File: config.mk
export PLATFORM = sky130hd
export DESIGN_NAME = if_fetch_unit
export DESIGN_NICKNAME = d
export VERILOG_FILES = /design/src/rtl/if_fetch_unit.sv
export SDC_FILE = /design/constraint.sdc
export NUM_CORES = 1
export LEC_CHECK = 0
export ABC_AREA = 0
export CAP_MARGIN = 15
export CORE_MARGIN = 2
export CORE_UTILIZATION = 49
export CTS_CLUSTER_DIAMETER = 200
export DETAILED_ROUTE_END_ITERATION = 10
export PLACE_DENSITY_LB_ADDON = 0.05
export SLEW_MARGIN = 30
export SYNTH_ARGS = -nofsm -noshare
export SYNTH_HDL_FRONTEND = slang
export SYNTH_SLANG_ARGS = --single-unit
export TNS_END_PERCENT = 10
File: constraint.sdc
create_clock -name clk -period 16.2 [get_ports clk]
set_clock_uncertainty 0.1 [all_clocks]
set_input_delay 1.62 -clock clk [delete_from_list [all_inputs] [get_ports clk]]
set_output_delay 1.62 -clock clk [all_outputs]
set_load 0.02 [all_outputs]
File: src/rtl/if_fetch_unit.sv
// Instruction-fetch stage: requester side of a combinational instruction memory.
// Holds the byte PC, presents the word index, and captures the returned
// instruction into the IF/ID register. Handles stall, branch redirect, halt
// detection and fetch/bubble performance counters.
//
// Ports:
//   clk, reset         - clock; asynchronous active-high reset
//   imem_addr          - word index {2'b00, pc[63:2]} (combinational)
//   imem_instruction   - instruction for imem_addr, same cycle
//   stall              - hold IF and IF/ID
//   branch_taken/_target - redirect request from EX
//   pc                 - current fetch byte address
//   if_id_pc/_instr/_valid - IF/ID pipeline register
//   halted             - high while in HALT
//   misaligned         - sticky, set on a redirect target with [1:0] != 0
//   fetch_count        - saturating count of instructions issued into IF/ID
//   bubble_count       - saturating count of RUN/HALT cycles with no issue
module if_fetch_unit #(
  parameter logic [63:0] RESET_PC  = 64'h0,
  parameter int          MEM_DEPTH = 64,
  parameter logic [31:0] NOP_INSTR = 32'h00000013
) (
  input  logic        clk,
  input  logic        reset,
  output logic [63:0] imem_addr,
  input  logic [31:0] imem_instruction,
  input  logic        stall,
  input  logic        branch_taken,
  input  logic [63:0] branch_target,
  output logic [63:0] pc,
  output logic [63:0] if_id_pc,
  output logic [31:0] if_id_instr,
  output logic        if_id_valid,
  output logic        halted,
  output logic        misaligned,
  output logic [31:0] fetch_count,
  output logic [31:0] bubble_count
);

  typedef enum logic [1:0] {BOOT, RUN, HALT} state_t;

  state_t      state, state_n;
  logic [63:0] pc_n, if_id_pc_n;
  logic [31:0] if_id_instr_n;
  logic        if_id_valid_n, misaligned_n;
  logic        fetch_inc, bubble_inc, bubble_ld;
  logic        out_of_range, tgt_mis;

  assign imem_addr    = {2'b00, pc[63:2]};
  assign out_of_range = imem_addr >= 64'(MEM_DEPTH);
  assign tgt_mis      = branch_target[1:0] != 2'b00;

  // State register
  always_ff @(posedge clk or posedge reset) begin
    if (reset) state <= BOOT;
    else       state <= state_n;
  end

  // Next-state and datapath decisions
  always_comb begin
    state_n       = state;
    pc_n          = pc;
    if_id_pc_n    = if_id_pc;
    if_id_instr_n = if_id_instr;
    if_id_valid_n = if_id_valid;
    misaligned_n  = misaligned;
    fetch_inc     = 1'b0;
    bubble_inc    = 1'b0;
    bubble_ld     = 1'b0;
    unique case (state)
      BOOT: state_n = RUN;
      RUN: begin
        if (branch_taken) begin
          // redirect beats stall; a bad target parks the fetcher in HALT
          bubble_ld  = 1'b1;
          bubble_inc = 1'b1;
          if (tgt_mis) begin
            misaligned_n = 1'b1;
            state_n      = HALT;
          end else begin
            pc_n = branch_target;
          end
        end else if (stall) begin
          bubble_inc = 1'b1;
        end else if (out_of_range || imem_instruction == 32'h0) begin
          bubble_ld  = 1'b1;
          bubble_inc = 1'b1;
          state_n    = HALT;
        end else begin
          if_id_pc_n    = pc;
          if_id_instr_n = imem_instruction;
          if_id_valid_n = 1'b1;
          pc_n          = pc + 64'd4;
          fetch_inc     = 1'b1;
        end
      end
      HALT: begin
        // halt may come from fetching past an unresolved branch, so an
        // aligned redirect resumes fetching
        bubble_ld  = 1'b1;
        bubble_inc = 1'b1;
        if (branch_taken) begin
          if (tgt_mis) begin
            misaligned_n = 1'b1;
          end else begin
            pc_n    = branch_target;
            state_n = RUN;
          end
        end
      end
      default: state_n = BOOT;
    endcase
    if (bubble_ld) begin
      if_id_pc_n    = 64'h0;
      if_id_instr_n = NOP_INSTR;
      if_id_valid_n = 1'b0;
    end
  end

  // Datapath registers and saturating counters
  always_ff @(posedge clk or posedge reset) begin
    if (reset) begin
      pc           <= RESET_PC;
      if_id_pc     <= 64'h0;
      if_id_instr  <= NOP_INSTR;
      if_id_valid  <= 1'b0;
      halted       <= 1'b0;
      misaligned   <= 1'b0;
      fetch_count  <= 32'h0;
      bubble_count <= 32'h0;
    end else begin
      pc          <= pc_n;
      if_id_pc    <= if_id_pc_n;
      if_id_instr <= if_id_instr_n;
      if_id_valid <= if_id_valid_n;
      halted      <= (state_n == HALT);
      misaligned  <= misaligned_n;
      if (fetch_inc && fetch_count != 32'hFFFF_FFFF)
        fetch_count <= fetch_count + 32'd1;
      if (bubble_inc && bubble_count != 32'hFFFF_FFFF)
        bubble_count <= bubble_count + 32'd1;
    end
  end

endmodule
==> flow_metrics.tcl, run 1 <==
set metrics [dict create \
    status "finished clean" \
    stdcell_count 1623 \
    grt-ovfl-total 0 \
    rsz0062_at_grt "no" \
    synthArstFlopShare_pct 100 \
    synth_edf_count 0 \
    arrival_ns 4.84 \
    drv_cap 0 \
    yosys_register_bits 229 \
    wl_per_cell_um 21.1 \
    grt_use_total_pct 29.2 \
    holdCritStartpoint "if_id_instr[1]" \
    port_buffers 388 \
    yosys_warnings 0 \
    globalRoute.busiestLayer "met2" \
    die_area_um2 22900 \
    crit_required_ns 16.50 \
    antenna_found_initial 0 \
    power.total_mw 2.20 \
    vias 9287 \
    clockBufferDepth 3 \
    slowest_stage "nor2_1" \
    crit_chain "clkdlybuf4s50_1 > nor2_1 > and4_1 > nand3_1 > nor2_1 > a21oi_1 > o21ai_0 > o31ai_1" \
    fin_nets 1436 \
    syn_area_per_cell_um2 10.5 \
    startpoint_type "input port" \
    worstSetupPathType "in2reg" \
    num_io_pins 391 \
    cp-end-kind "flop" \
    path_common_cell "nor2_1" \
    grt_use_met2_pct 49.8 \
    p_per_area_nw_per_um2 145 \
    diodes 0 \
    numCtsBuffers 26 \
    coreArea_um2 21200 \
    path_max_fanout 16 \
    synth.top_cell.area_share_pct 53.2 \
    multiInputGateArea_um2 4170 \
    syn_to_final_growth_pct 42.8 \
    cts_resized 0 \
    dpl_cell_area_um2 14300 \
    synth_flop_cell "dfrtp_1" \
    use_met3_pct 5.87 \
    synth_most_common_cell "dfrtp_1" \
    cts.sinks 229 \
    max-vdd-ir-drop_uv 96.7 \
    die_x_um 151 \
    setup_viol 0 \
    drtIter0Drc 674 \
    clock.fmax_mhz 220 \
    drive_gt1_share_pct 5.93 \
    final_cell_area_um2 15200 \
    clk_latency_ns 0.53 \
    post-route-period-util_pct 28.0 \
    r2r-start "state[0]" \
    setup_slack_ns 11.66 \
    cp-startpoint "branch_taken" \
    fp.dieH_um 151 \
    rows 53 \
    synth_cell_types 61 \
    max_slew_margin_pct 31.6 \
    cts_tree "yes" \
    cts_setup_buffers 0 \
    grt_max_degree 101 \
    cts_max_level 1 \
    routed_via_density 5.72 \
    root_buffer "clkbuf_16" \
    post-route-min-period_ns 4.54 \
    syn_inst 1010 \
    holdWs_ns 0.361 \
    n_fill_cell 1572 \
    initial_core_util_pct 50.2 \
    max_stage_delay_ns 0.94 \
    dr.pass1.iters 5 \
    hold_class "reg2reg" \
    dp_cells 1575 \
    p_leak_nw 6.41 \
    place_hpwl_mm 24.6 \
    setup_tns_ns 0 \
    hold_violations 0 \
    dpl_worst_slack_ns 11.19 \
    ant_nets 0 \
    drc 0 \
    worst_pin_slew_ns 1.02 \
    yosysTopAreaCell "dfrtp_1" \
    grt_pass1_vias 9095 \
    maxSlewViolCount 0 \
    synthTopCellsByArea "dfrtp_1 53%, xnor2_1 4.6%, buf_4 4.5%, a22o_1 4.0%, and2_1 3.6%" \
    gp_congestion 0.935 \
    clk_pin_slew_ns 0.06 \
    syn_area_um2 10600 \
    totalWireLength_mm 34.3 \
    synth-seq-area-share_pct 54.0 \
    synth_commonest_cells "226 x dfrtp_1, 86 x nand2_1, 64 x buf_4, 64 x nor2_1, 61 x and2_1" \
    grt_pass1_wl_mm 51.6 \
    cts.hold.buffers_added 0 \
    postLayoutCoreUtil_pct 71.7 \
    met1_usage_pct 37.7 \
    ff_latch_area_um2 5730 \
]
[power by group]
group / switching (mW) / internal, mW / total, mW
Combinational: 0.449 / 0.347 / 0.795
Clock: 0.233 / 0.375 / 0.608
Sequential: 0.151 / 0.646 / 0.797
[state kept, by name, summed over array words and instances, names as in the netlist]
register      flops
if_id_pc         64
pc               64
bubble_count     32
fetch_count      32
if_id_instr      32
state             2
halted            1
if_id_valid       1
misaligned        1
[worst max-delay path, delay by kind of cell]
kind	cells	cell delay, ns
simple gates	4	2.10
buf+inv	1	0.74
compound gates	3	0.38
[per-layer routing]
metal | wire length, um | part of all wire (%)
met1 | 13200 | 38
met2 | 17000 | 50
met3 | 3160 | 9.2
met4 | 944 | 2.8
met5 | 0 | 0
[final cells by class]
type,count,share of cell area (%)
tap,275,2.27
clock inverter,9,0.792
timing repair buffer,397,26.1
clock buffer,39,5.08
inverter,17,0.470
sequential,229,37.8
multi-input combinational,657,27.5
[kinds of logic after synthesis]
group / Yosys count / share of synthesized area, %
simple gates: 402 / 20.4
flops: 229 / 54.0
compound gates: 174 / 11.6
buf+inv: 125 / 7.02
xor+xnor: 62 / 5.11
mux: 9 / 0.872
fa+ha+maj: 8 / 0.942
other cells: 1 / 0.0353
[worst paths after layout]
kind	endpoint	slack [ns]	cells after the start
min	if_id_instr[1]	0.36	2
max	pc[31]	11.66	8
max reg2reg	pc[31]	12.76	9
min reg2reg	if_id_instr[1]	0.36	2
max in group asynchronous	if_id_pc[36]	13.09	3
min in group asynchronous	pc[39]	1.56	2
[cell usage in the layout (no fill, tap or decap), types with 8 or more instances in the layout]
master,Yosys,routed
buf_4,64,9
nor4_1,26,26
and2_1,61,61
nand4_1,47,47
nor2_1,64,62
nand2_1,86,86
a21oi_1,34,34
inv_1,17,16
clkbuf_16,0,27
o21ai_0,25,24
o22a_1,13,13
ha_1,8,8
clkdlybuf4s50_1,0,388
dfrtp_1,226,226
o22ai_1,10,10
nor3_1,11,11
a22o_1,49,49
nand3_1,50,50
xnor2_1,56,56
and4_1,11,11
a31oi_1,9,9
and3_1,19,19
Note: power is estimated with default switching activity, not from simulation.
==> run 2: changes to the inputs <==
CORE_UTILIZATION = 41   (was 49)
clock period = 3.7 ns   (was 16.2 ns; I/O delays follow)
==> run 2 against run 1 <==
Total power grew to 4.4 times the previous value. Clock power grew to 4.3 times the previous value. Design area up 1.8%. Critical path depth fell by 1. Utilization fell by 11 points. Clock-buffer cell count grew 4. Sequential share of layout area is 0.67 points lower. Sequential power grew to 4.3 times the previous value. Setup slack worse by 11 ns. Final cell count increased by 4.7%. Global-route usage fell by 4.4 points. Combinational power rose to 4.5 times the previous value. Critical path type is now reg2reg. Highest routed layer unchanged.
==> flow_metrics.tcl, run 2 (synthesis results as in run 1) <==
set metrics [dict create \
    cts_resized 0 \
    drtIter0Drc 642 \
    rows 58 \
    holdWs_ns 0.177 \
    p_sw_share_pct 37.5 \
    switching_power_mw 3.62 \
    startpoint_type "flop" \
    clk_latency_ns 0.53 \
    hold_class "in2async" \
    cts_setup_buffers 0 \
    grt-ovfl-total 0 \
    post-route-min-period_ns 2.98 \
    cts_max_level 1 \
    status "finished clean" \
    max_slew_margin_pct 46.7 \
    grt_pass1_vias 8980 \
    postLayoutCoreUtil_pct 61.0 \
    post-route-period-util_pct 80.5 \
    initial_core_util_pct 41.9 \
    num_io_pins 391 \
    setup_viol 0 \
    worstSetupPathType "reg2reg" \
    fin_nets 1455 \
    die_x_um 165 \
    p_leak_nw 6.51 \
    most-common-layout-cells "388 x clkdlybuf4s50_1, 226 x dfrtp_1, 86 x nand2_1" \
    gp_congestion 0.845 \
    setup_slack_ns 0.721 \
    n_fill_cell 2143 \
    dpl_cell_area_um2 14500 \
    drive_gt1_share_pct 7.10 \
    vias 9170 \
    root_buffer "clkbuf_16" \
    syn_to_final_growth_pct 45.3 \
    max-vdd-ir-drop_uv 424 \
    numCtsBuffers 26 \
    grt_use_total_pct 24.8 \
    cts.hold.buffers_added 0 \
    cp-end-kind "flop" \
    r2r_slack_ns 0.72 \
    internal_power_mw 6.03 \
    pwr-share-comb_pct 37.1 \
    fp.dieH_um 165 \
    clock.fmax_mhz 336 \
    path_max_fanout 8 \
    seqPwrFrac_pct 35.8 \
    grt_pass1_wl_mm 52.1 \
    cts.sinks 229 \
    worst_pin_slew_ns 0.797 \
    ant_nets 0 \
    hold_violations 0 \
    routed_via_density 5.40 \
    dr.pass1.iters 5 \
    grt_max_degree 64 \
    wl_per_cell_um 20.6 \
    drc 0 \
    final_cell_area_um2 15400 \
    arrival_ns 3.28 \
    layout_commonest_cell "clkdlybuf4s50_1" \
    dpl_worst_slack_ns 0.413 \
    clk_pin_slew_ns 0.06 \
    port_buffers 388 \
    coreArea_um2 25300 \
    top_regs "if_id_pc: 64 flops, pc: 64 flops" \
    clockBufferDepth 3 \
    clockPowerShare_pct 27.1 \
    drv_cap 0 \
    cts_tree "yes" \
    p_per_area_nw_per_um2 625 \
    maxSlewViolCount 0 \
    crit_required_ns 4.00 \
    place_hpwl_mm 25.6 \
    die_area_um2 27200 \
    setup_tns_ns 0 \
    antenna_found_initial 3 \
    rsz0062_at_grt "no" \
    totalWireLength_mm 34.9 \
]
==> run 2: cell count changes in the layout (fill, tap and decap cells not counted), sizes merged <==
cell and delta:
clkinvlp +1, diode +2, clkinv -3, inv -1
bufinv -1, buf +19, clkbuf +4
==> run 2: worst paths after layout <==
kind	to	cells past startpoint	start
worst max-delay path	pc[46]	7	pc[18]
worst min-delay path	if_id_instr[17]	2	reset
worst max register to register	pc[46]	7	pc[18]
worst min register to register	if_id_instr[4]	2	if_id_instr[4]
max in group asynchronous	if_id_pc[63]	4	reset
min in group clk	pc[43]	3	branch_target[43]
==> run 2: through the flow <==
stage,cells,power [mW]
global placement,1648,7.05
floorplan,1011,5.51
CTS,1696,9.73
detailed placement,1648,7.07
finish,1699,9.65
global route,1698,10.1
==> run 2: metal layers <==
metal	global-route usage, %	wire length (um)	vias to the layer above
li1	-	-	4228
met1	33.0	14600	4467
met2	40.6	16500	424
met3	6.18	3120	51
met4	6.44	699	0
met5	0	0	-
==> run 2: cell type report <==
class	instances	area [um2]	share of cell area, %
Sequential cell	229	5730	37.1
Multi-Input combinational cell	657	4180	27.0
Inverter	17	67.6	0.438
Clock inverter	5	86.3	0.559
Tap cell	330	413	2.67
Clock buffer	43	795	5.15
Antenna cell	2	5.00	0.0324
Timing Repair Buffer	416	4160	27.0
==> run 2: critical path, cell delays in order (launching register included) <==
cell	delay, ns
dfrtp_1	0.53
nand3_1	0.18
nor4_1	0.71
nand4_1	0.27
nor2_1	0.54
nand3_1	0.24
o21ai_0	0.20
a21oi_1	0.08
==> run 2: power groups by stage <==
stage | Clock, mW | Sequential (mW) | Combinational [mW]
floorplan | 0 | 3.66 | 1.84
global placement | 0 | 3.49 | 3.56
detailed placement | 0 | 3.49 | 3.58
CTS | 2.67 | 3.45 | 3.60
global route | 2.78 | 3.52 | 3.80
finish | 2.61 | 3.46 | 3.58
==> run 3: changes to the inputs <==
CORE_UTILIZATION = 45   (was 41)
clock period = 3 ns   (was 3.7 ns; I/O delays follow)
==> run 3 against run 2 <==
Sequential cell count unchanged. Register-to-register slack got worse by 0.42 ns. Non-clock buffer count increased by 27. Global-route usage increased by 2.2 points. Critical path depth unchanged. Via count increased by 1.3%. Design area increased by 0.86%. Utilization increased by 5.8 points. Wire length decreased by 2.3%. Largest cell class unchanged. Highest routed layer unchanged.
==> flow_metrics.tcl, run 3 (synthesis results as in run 1) <==
set metrics [dict create \
    status "finished clean" \
    max-vdd-ir-drop_uv 680 \
    n_fill_cell 1872 \
    initial_core_util_pct 45.5 \
    setup_viol 0 \
    most-common-layout-cells "388 x clkdlybuf4s50_1, 226 x dfrtp_1, 86 x nand2_1" \
    slowest_stage "dfrtp_1" \
    grt_max_degree 114 \
    p_sw_share_pct 37.8 \
    coreArea_um2 23300 \
    layout_commonest_cell "clkdlybuf4s50_1" \
    drive_gt1_share_pct 8.64 \
    worst_pin_slew_ns 0.621 \
    clockPowerShare_pct 25.2 \
    diodes 0 \
    cts_max_level 1 \
    gp_congestion 0.857 \
    antenna_found_initial 0 \
    syn_to_final_growth_pct 46.6 \
    grt_pass1_vias 9216 \
    port_buffers 388 \
    post-route-period-util_pct 89.9 \
    final_cell_area_um2 15600 \
    routed_via_density 5.44 \
    cts_tree "yes" \
    ant_nets 0 \
    grt-ovfl-total 0 \
    multiInputGateArea_um2 4180 \
    p_leak_nw 6.62 \
    rsz0062_at_grt "no" \
    drc 0 \
    maxSlewViolCount 0 \
    post-route-min-period_ns 2.70 \
    clk_latency_ns 0.53 \
    clockBufferDepth 3 \
    worstSetupPathType "reg2reg" \
    wl_per_cell_um 20.0 \
    cts_setup_buffers 0 \
    die_x_um 158 \
    seqPwrFrac_pct 34.5 \
    holdWs_ns 0.0448 \
    hold_class "in2async" \
    max_slew_margin_pct 58.2 \
    place_hpwl_mm 24.9 \
    dr.pass1.iters 9 \
    arrival_ns 3.00 \
    switching_power_mw 4.52 \
    fp.dieH_um 158 \
    grt_use_total_pct 27.0 \
    num_io_pins 391 \
    r2r-start "pc[37]" \
    crit_chain "nor4_1 > nand4_1 > nor2_1 > nand3_2 > nor3_4 > buf_12 > mux2_2" \
    drv_cap 0 \
    cp-startpoint "pc[37]" \
    hold_violations 0 \
    ff_latch_area_um2 5730 \
    clk_pin_slew_ns 0.06 \
    internal_power_mw 7.42 \
    totalWireLength_mm 34.1 \
    p_per_area_nw_per_um2 766 \
    grt_pass1_wl_mm 52.0 \
    pwr-share-comb_pct 40.3 \
    startpoint_type "flop" \
    power.total_mw 11.9 \
    numCtsBuffers 26 \
    rows 56 \
    clock.fmax_mhz 371 \
    max_stage_delay_ns 0.45 \
    path_max_fanout 15 \
    cts.sinks 229 \
    dpl_cell_area_um2 14800 \
    root_buffer "clkbuf_16" \
    crit_required_ns 3.31 \
    vias 9285 \
    drtIter0Drc 524 \
    die_area_um2 24900 \
    fin_nets 1482 \
    cp-end-kind "flop" \
    top_regs "if_id_pc: 64 flops, pc: 64 flops" \
]
[run 3: changes by cell type in the layout (fill, tap and decap cells not counted), sizes merged]
cell,change
clkinv,-1
bufinv,-2
buf,+27
diode,-2
clkbuf,-2
[run 3: what timing repair did]
action,4_1_cts,5_1_grt
endpoints found under the hold margin,0,0
gates resized for setup,0,1
hold buffers,0,0
setup endpoints to repair,0,1
[run 3: path summary, 6_finish.rpt]
| kind | end | slack (ns) | depth (start not counted) |
|---|---|---|---|
| hold reg to reg | if_id_instr[4] | 0.37 | 2 |
| max in group asynchronous | if_id_pc[52] | 1.82 | 3 |
| setup / recovery | fetch_count[1] | 0.30 | 7 |
| setup reg to reg | fetch_count[1] | 0.30 | 7 |
| hold / removal | if_id_instr[31] | 0.04 | 2 |
| min in group clk | pc[43] | 0.21 | 3 |
[run 3: per-stage QoR]
step	TNS [ns]	setup WS [ns]	utilization, %	std cells
floorplan	-88.48	-0.392	-	1011
global placement	0	0.0472	63.3	1665
detailed placement	0	0.0160	63.3	1665
CTS	0	0.212	66.7	1708
global route	0	0.0998	66.7	1708
finish	0	0.303	66.7	1708
[run 3: layer usage]
layer / routed length [um] / global-route usage [%] / up-vias / part of all wire [%]
li1: - / - / 4287 / -
met2: 16300 / 44.4 / 473 / 48
met4: 907 / 7.58 / 0 / 2.7
met5: 0 / 0 / - / 0
met3: 3080 / 6.02 / 60 / 9.0
met1: 13800 / 36.0 / 4465 / 40
[run 3: critical path: cells and delay by family, from the launching register on]
family,cells,cell delay [ns]
mux,1,0.34
flops,1,0.45
simple gates,5,1.51
buf+inv,1,0.17
[run 3: layout make-up]
| class | instances | area share, % |
|---|---|---|
| flip-flops and latches | 229 | 36.8 |
| well taps | 319 | 2.56 |
| clock inverters | 2 | 0.0643 |
| multi-input cells | 657 | 26.8 |
| inverters | 17 | 0.434 |
| clock buffers | 41 | 5.06 |
| repair buffers | 443 | 28.2 |
[run 3: power by group through the flow]
stage          combinational [mW]  sequential, mW  clock (mW)
5_1_grt                      5.14            4.18        3.19
4_1_cts                      4.83            4.11        3.07
2_1_floorplan                2.28            4.52           0
6_report                     4.81            4.12        3.00
3_3_place_gp                 4.79            4.15           0
3_5_place_dp                 4.80            4.16           0
